File: config.mk
export PLATFORM = sky130hd
export DESIGN_NAME = me_window_ctrl
export DESIGN_NICKNAME = d
export VERILOG_FILES = /design/src/rtl/me_window_ctrl.sv
export SDC_FILE = /design/constraint.sdc
export NUM_CORES = 1
export LEC_CHECK = 0
export BUFFER_PORTS_ARGS = -buffer_cell sky130_fd_sc_hd__buf_2
export CORE_MARGIN = 2
export CORE_UTILIZATION = 56
export CTS_CLUSTER_DIAMETER = 80
export DETAILED_ROUTE_END_ITERATION = 12
export GPL_ROUTABILITY_DRIVEN = 0
export PLACE_DENSITY = 0.83
export SETUP_SLACK_MARGIN = 0.4
export SYNTH_ARGS = -nofsm -noshare
export SYNTH_HDL_FRONTEND = slang
export SYNTH_SLANG_ARGS = --single-unit
File: constraint.sdc
create_clock -name clk_i -period 5.44 [get_ports clk_i]
set_clock_uncertainty 0.05 [all_clocks]
set_input_delay 1.088 -clock clk_i [delete_from_list [all_inputs] [get_ports clk_i]]
set_output_delay 1.088 -clock clk_i [all_outputs]
set_load 0.01 [all_outputs]
File: src/rtl/me_window_ctrl.sv
// Fetch sequencer for the motion-estimation reference-window shift buffer.
// Optional abort input enabled by defining ME_WIN_ABORT_EN.
module me_window_ctrl #(
   parameter int ADDR_W = 10,
   parameter int ROWS   = 8,
   parameter int SR_V   = 16,
   parameter int CY_W   = 4
) (
   input  logic              clk_i,
   input  logic              rst_i,
   input  logic              start_i,
   input  logic [ADDR_W-1:0] base_addr_i,
   input  logic [ADDR_W-1:0] stride_i,
   output logic              ref_req_o,
   output logic [ADDR_W-1:0] ref_addr_o,
   input  logic              ref_gnt_i,
`ifdef ME_WIN_ABORT_EN
   input  logic              abort_i,
`endif
   output logic              fifo_shift_o,
   output logic              win_valid_o,
   output logic [CY_W-1:0]   cand_y_o,
   output logic              busy_o,
   output logic              done_o
);

   localparam int N_ROWS = ROWS + SR_V - 1;
   localparam int RC_MIN = $clog2(N_ROWS + 1);
   localparam int RC_W   = (RC_MIN > CY_W) ? RC_MIN : CY_W;

   typedef enum logic [1:0] {
      S_IDLE  = 2'd0,
      S_FETCH = 2'd1,
      S_DRAIN = 2'd2
   } state_e;

   // Row index of the transfer whose data is being shifted in this cycle.
   typedef struct packed {
      logic            vld;
      logic [RC_W-1:0] row;
   } shift_tag_t;

   state_e              state_q, state_d;
   logic                req_q, req_d;
   logic [ADDR_W-1:0]   addr_q, addr_d;
   logic [ADDR_W-1:0]   stride_q, stride_d;
   logic [RC_W-1:0]     row_cnt_q, row_cnt_d;
   shift_tag_t          shift_tag_q, shift_tag_d;
   logic                win_q, win_d;
   logic [CY_W-1:0]     cand_q, cand_d;
   logic                busy_q, busy_d;
   logic                done_q, done_d;

   logic                xfer;
   logic                last_row;
   logic                abort_w;
   logic [RC_W-1:0]     cand_full;

`ifdef ME_WIN_ABORT_EN
   assign abort_w = abort_i;
`else
   assign abort_w = 1'b0;
`endif

   assign xfer      = req_q & ref_gnt_i;
   assign last_row  = (row_cnt_q == RC_W'(N_ROWS - 1));
   assign cand_full = shift_tag_q.row - RC_W'(ROWS - 1);

   always_comb begin
      state_d         = state_q;
      req_d           = req_q;
      addr_d          = addr_q;
      stride_d        = stride_q;
      row_cnt_d       = row_cnt_q;
      busy_d          = busy_q;
      done_d          = 1'b0;
      shift_tag_d.vld = xfer;
      shift_tag_d.row = row_cnt_q;
      win_d           = shift_tag_q.vld && (shift_tag_q.row >= RC_W'(ROWS - 1));
      cand_d          = win_d ? cand_full[CY_W-1:0] : '0;

      case (state_q)
         S_IDLE: begin
            // busy_q is still high in the done cycle, so a colliding start is dropped.
            if (start_i && !busy_q) begin
               state_d   = S_FETCH;
               req_d     = 1'b1;
               addr_d    = base_addr_i;
               stride_d  = stride_i;
               row_cnt_d = '0;
               busy_d    = 1'b1;
            end
         end
         S_FETCH: begin
            if (xfer) begin
               row_cnt_d = row_cnt_q + RC_W'(1);
               addr_d    = addr_q + stride_q;
            end
            if ((xfer && last_row) || abort_w) begin
               state_d = S_DRAIN;
               req_d   = 1'b0;
               addr_d  = '0;
            end
         end
         S_DRAIN: begin
            // Once no shift is outstanding, the last window is on the outputs now.
            if (!shift_tag_q.vld) begin
               state_d = S_IDLE;
               done_d  = 1'b1;
            end
         end
         default: begin
            state_d = S_IDLE;
            req_d   = 1'b0;
            addr_d  = '0;
         end
      endcase

      if (done_q) begin
         busy_d = 1'b0;
      end
   end

   always_ff @(posedge clk_i or negedge rst_i) begin
      if (!rst_i) begin
         state_q     <= S_IDLE;
         req_q       <= 1'b0;
         addr_q      <= '0;
         stride_q    <= '0;
         row_cnt_q   <= '0;
         shift_tag_q <= '0;
         win_q       <= 1'b0;
         cand_q      <= '0;
         busy_q      <= 1'b0;
         done_q      <= 1'b0;
      end else begin
         state_q     <= state_d;
         req_q       <= req_d;
         addr_q      <= addr_d;
         stride_q    <= stride_d;
         row_cnt_q   <= row_cnt_d;
         shift_tag_q <= shift_tag_d;
         win_q       <= win_d;
         cand_q      <= cand_d;
         busy_q      <= busy_d;
         done_q      <= done_d;
      end
   end

   assign ref_req_o    = req_q;
   assign ref_addr_o   = addr_q;
   assign fifo_shift_o = shift_tag_q.vld;
   assign win_valid_o  = win_q;
   assign cand_y_o     = cand_q;
   assign busy_o       = busy_q;
   assign done_o       = done_q;

endmodule
# Word-level counts from Yosys, hierarchy flattened
# Index checks and enable logic that the tools add are counted.
classes:
  addsub: 3
  n_lt_le_gt_ge: 1
  n_eq_ne: 8
  mux: 19
  n_bitwise: 2
  n_reduce_logical: 14
op_table:
  columns: ["op", "count"]
  rows:
  - ["$mux 10", 3]
  - ["$pmux 10 s3", 1]
  - ["$reduce_and 3->1", 4]
  - ["$add 10x10->10", 1]
  - ["$mux 5", 2]
  - ["$pmux 5 s2", 1]
  - ["$ne 2x2->1 const B", 4]
  - ["$mux 1", 6]
  - ["$mux 2", 3]
  - ["$pmux 2 s3", 1]
  - ["$reduce_bool 2->1", 3]
  - ["$add 5x1->5 const B", 1]
  - ["$eq 5x5->1 const B", 1]
  - ["$ge 5x3->1 const B", 1]
  - ["$mux 4", 1]
  - ["$reduce_and 2->1", 2]
  - ["$sub 4x3->4 const B", 1]
  - ["$logic_and 1x1->1", 3]
  - ["$ne 3x3->1 const B", 1]
  - ["$pmux 1 s3", 1]
  - ["$eq 2x1->1 const B", 1]
  - ["$eq 2x2->1 const B", 1]
  - ["$logic_not 2->1", 1]
  - ["$and 1x1->1", 1]
  - ["other kinds (2)", 2]
word_totals:
  register_bits: 41
  input_bits: 24
  output_inout_bits: 19
  word_cells: 58

# Logic depth before layout (Yosys ltp)
logic_depth:
  word_depth: 5
  depth_mapped: 10
  depth_no_buf: 10

# Worst setup path after synthesis
# No wires, ideal clock.
synth_timing:
  path_type: "input to register"
  start: "input port start_i"
  end: "register stride_q[2]"
  setup_ps: 125
  arrival_ps: 2094
  required_time_ps: 5265
  slack_ps: 3171
  cell_stages: 4
  n_path_buf: 1
  path_cell_list: "nand2b_1 nor3_1 buf_2 mux2_2"
synth_via:
  elab_chain_cells: 2
synth_lines:
  columns: ["item", "line_no", "text"]
  rows:
  - ["start, declared", "11", "input logic start_i,"]
  - ["$logic_and 1x1->1", "85", "if (start_i && !busy_q) begin"]
  - ["$reduce_and 2->1 (no source line)", null, null]
  - ["end signal, assigned", "140", "stride_q <= stride_d;"]
  - ["end, declared", "46", "logic [ADDR_W-1:0] stride_q, stride_d;"]
# No other way between the ends.
# A chain may end at the register's enable or synchronous reset.

# Worst setup path in the final report
layout_timing:
  start: "input port ref_gnt_i"
  end: "register req_q, in the netlist ref_req_o"
layout_via:
  elab_chain_cells: 4
layout_lines:
  columns: ["item", "line_no", "text"]
  rows:
  - ["start, declared", "16", "input logic ref_gnt_i,"]
  - ["$and 1x1->1", "65", "assign xfer = req_q & ref_gnt_i;"]
  - ["net xfer", "54", "logic xfer;"]
  - ["$logic_and 1x1->1", "99", "if ((xfer && last_row) || abort_w) begin"]
  - ["$ne 2x2->1 (no source line)", null, null]
  - ["$reduce_and 3->1 (no source line)", null, null]
  - ["end signal, assigned", "138", "req_q <= req_d;"]
  - ["end, declared", "44", "logic req_q, req_d;"]
# The timed path passes the listed nets, and every way through them passes these cells.

==> out/qor.txt <==
status: finished, final reports clean
clock sink count: 41
via count of the first global-routing pass: 1433
switching share of total power: 40.5%
Rows: 21
effective utilization at floorplan: 58.7%
Placeable Area: 3360 um^2
sw power: 503 uW
Comb power frac: 47.2%
CTS Buf Count: 5
Net Count, Synth: 215
RSZ-0062 raised after global routing: false
most frequent cells in the layout: 42 x buf_2, 41 x dfrtp_1, 12 x nand2_1, 12 x nor2_1, 12 x ha_1
Ports: 43
post-layout minimum cycle time: 2.29 ns
Resized cells post-CTS: 0
Req. time, crit path: 5.67 ns
Ys Warns: 0
number of hold buffers added after cts: 0
first-pass GRT wire length: 6.22 mm
Post-Syn Area per Cell: 11.1 um^2
CTS tree: yes
DIE AREA: 4010 um^2
endpoints failing setup: 0
Post-Syn Area: 1970 um^2
Setup Buffers After CTS: 0
Critical Path End Type: register
Tcrit/Tclk final: 42.0%
register area share after synthesis: 52.0%
All-Layer GR Usage: 20.4%
maximum clock frequency: 437 MHz
CTS max path bufs: 2
DRC viols: 0
# fillers: 284
worst hold path class: register to register
Post-Syn Instances: 178
Root Buffer: clkbuf_4
total gr overflow: 0
post-route antenna net violation count: 0
pin count of the biggest net entering global routing: 42
Reg power frac: 41.1%
Pre-antenna DRT Iters: 4
ANT cells: 0
total power: 1.24 mW
per-cell routed wire length: 14.0 um
vias per std cell: 5.46
CTS H-tree depth: 2
Synth cell types: 37
vias: 1480
Tightest Pin Transition: 0.948 ns
Arr. time, crit path: 2.52 ns
layout cell share with drive strength beyond 1: 29.3%
commonest non-fill, non-tap cell in the layout: buf_2
die width: 63.4 um
clock network power share: 11.7%
Syn-to-layout area delta: 15.9%
total power divided by cell area: 543 nW/um^2
Setup TNS: 0 ns
hpwl dp: 2.78 mm
CP max FO: 11
leakage: 1.19 nW
Die Span Y: 63.4 um
kind of critical path: primary input to register
Post-Layout Cell Count: 271
fin nets: 261
Yosys reg bits: 41
type of origin of the critical path: primary input
initial antenna violation count: 0
worst vdd ir: 0.306 mV
Int Power: 739 uW
max_slew headroom: 36.8%
Worst-path clk slew: 0.12 ns
dpl cells: 263
Clock Latency Late Sink: 0.34 ns
Fin. Hold Viols: 0
DRT Wirelength: 3.80 mm
PortBufs: 42
initial DRC count: 53
Final Max Slew Viols: 0
max_cap viols: 0
-- flip-flops by register name (all words and copies together) (netlist names), 2 cells and up --
name	count
stride_q	10
row_cnt_q	5
cand_y_o	4
shift_tag_q	5
ref_addr_o	10
state_q	2
-- power by group through the flow --
stage	Combinational, mW	Sequential, mW	Clock [mW]
3_3_place_gp	0.560	0.511	0
3_5_place_dp	0.588	0.518	0
4_1_cts	0.589	0.511	0.152
5_1_grt	0.652	0.522	0.168
2_1_floorplan	0.425	0.516	0
6_report	0.586	0.511	0.146
-- Yosys cell counts --
library cell / instances / share of area [%]
nor3b_1: 1 / 0.38
nor3_1: 3 / 0.76
fa_1: 1 / 1.0
or2_2: 2 / 0.63
and2_1: 2 / 0.63
xnor2_1: 4 / 1.8
xnor2_2: 1 / 0.82
a211o_1: 1 / 0.44
a22oi_1: 9 / 3.4
o22ai_1: 2 / 0.63
nand2b_1: 4 / 1.3
and3_1: 2 / 0.63
nor2_1: 12 / 2.3
a221oi_1: 1 / 0.44
nand2_1: 12 / 2.3
dfrtp_1: 41 / 52
and4b_1: 1 / 0.51
a22o_1: 1 / 0.44
nand4_1: 1 / 0.32
or3_1: 1 / 0.32
a21oi_2: 2 / 0.89
inv_1: 9 / 1.7
buf_2: 2 / 0.51
xor2_1: 7 / 3.1
o31ai_1: 1 / 0.38
o21ai_1: 5 / 1.3
a21oi_1: 5 / 1.3
a21o_1: 4 / 1.5
nor2b_1: 2 / 0.63
a31oi_1: 1 / 0.32
mux2_2: 9 / 5.1
o21ai_0: 10 / 2.5
ha_1: 12 / 7.6
clkbuf_1: 2 / 0.38
o21ai_2: 1 / 0.44
a221o_1: 1 / 0.51
nand3_1: 3 / 0.76
-- routing by layer --
| layer | part of all wire [%] | vias to the layer above | GRT usage [%] |
|---|---|---|---|
| li1 | - | 718 | - |
| met1 | 45 | 714 | 25.9 |
| met2 | 48 | 44 | 32.1 |
| met3 | 5.7 | 4 | 6.79 |
| met4 | 0.68 | 0 | 8.42 |
| met5 | 0 | - | 0 |
-- area by class of cell --
| type | instances | area (um^2) | share of cell area [%] |
|---|---|---|---|
| tap | 46 | 57.6 | 2.52 |
| sequential | 41 | 1030 | 44.9 |
| timing repair buffer | 43 | 218 | 9.52 |
| multi-input combinational | 124 | 901 | 39.4 |
| inverter | 9 | 33.8 | 1.48 |
| clock inverter | 2 | 10.0 | 0.438 |
| clock buffer | 6 | 41.3 | 1.81 |
-- worst max-delay path, stage by stage --
cell	delay (ns)
buf_2	0.09
nand2_1	0.12
inv_1	0.10
o22ai_1	0.75
o21ai_0	0.24
nand2b_1	0.12
-- cells by family (layout without fill, tap and decap cells) --
family,count (synthesis),count (layout),share of synthesized area [%]
adder cells (fa/ha/maj),13,13,8.62
AO/OA/AOI/OAI,44,44,14.5
multiplexers,9,9,5.14
buffers and inverters,13,60,2.60
AND/OR/NAND/NOR,46,46,11.4
flip-flops,41,41,52.0
XOR/XNOR,12,12,5.71
-- worst paths after layout --
| kind | end | depth (start not counted) | slack [ns] | startpoint |
|---|---|---|---|---|
| max | ref_req_o$_DFFE_PN0P_ | 6 | 3.15 | ref_gnt_i |
| max reg2reg | ref_addr_o[9]$_DFFE_PN0P_ | 8 | 3.16 | ref_addr_o[3]$_DFFE_PN0P_ |
| min | busy_o$_DFFE_PN0P_ | 1 | 0.39 | done_o$_DFF_PN0_ |
| min in group asynchronous | busy_o$_DFFE_PN0P_ | 1 | 0.79 | rst_i |
| max in group asynchronous | shift_tag_q[0]$_DFF_PN0_ | 1 | 4.00 | rst_i |
| min reg2reg | busy_o$_DFFE_PN0P_ | 1 | 0.39 | done_o$_DFF_PN0_ |
-- stage by stage --
step           setup WS [ns]  instance area [um^2]  hold WS (ns)  util (%)
2_1_floorplan           3.17                  1970         0.355         -
5_1_grt                 3.09                  2290         0.413      68.0
4_1_cts                 3.17                  2290         0.395      68.0
3_3_place_gp            2.89                  2240         0.364      66.5
3_5_place_dp            2.81                  2240         0.377      66.5
6_report                3.15                  2290         0.389      68.0
(Power assumes the default switching activity.)
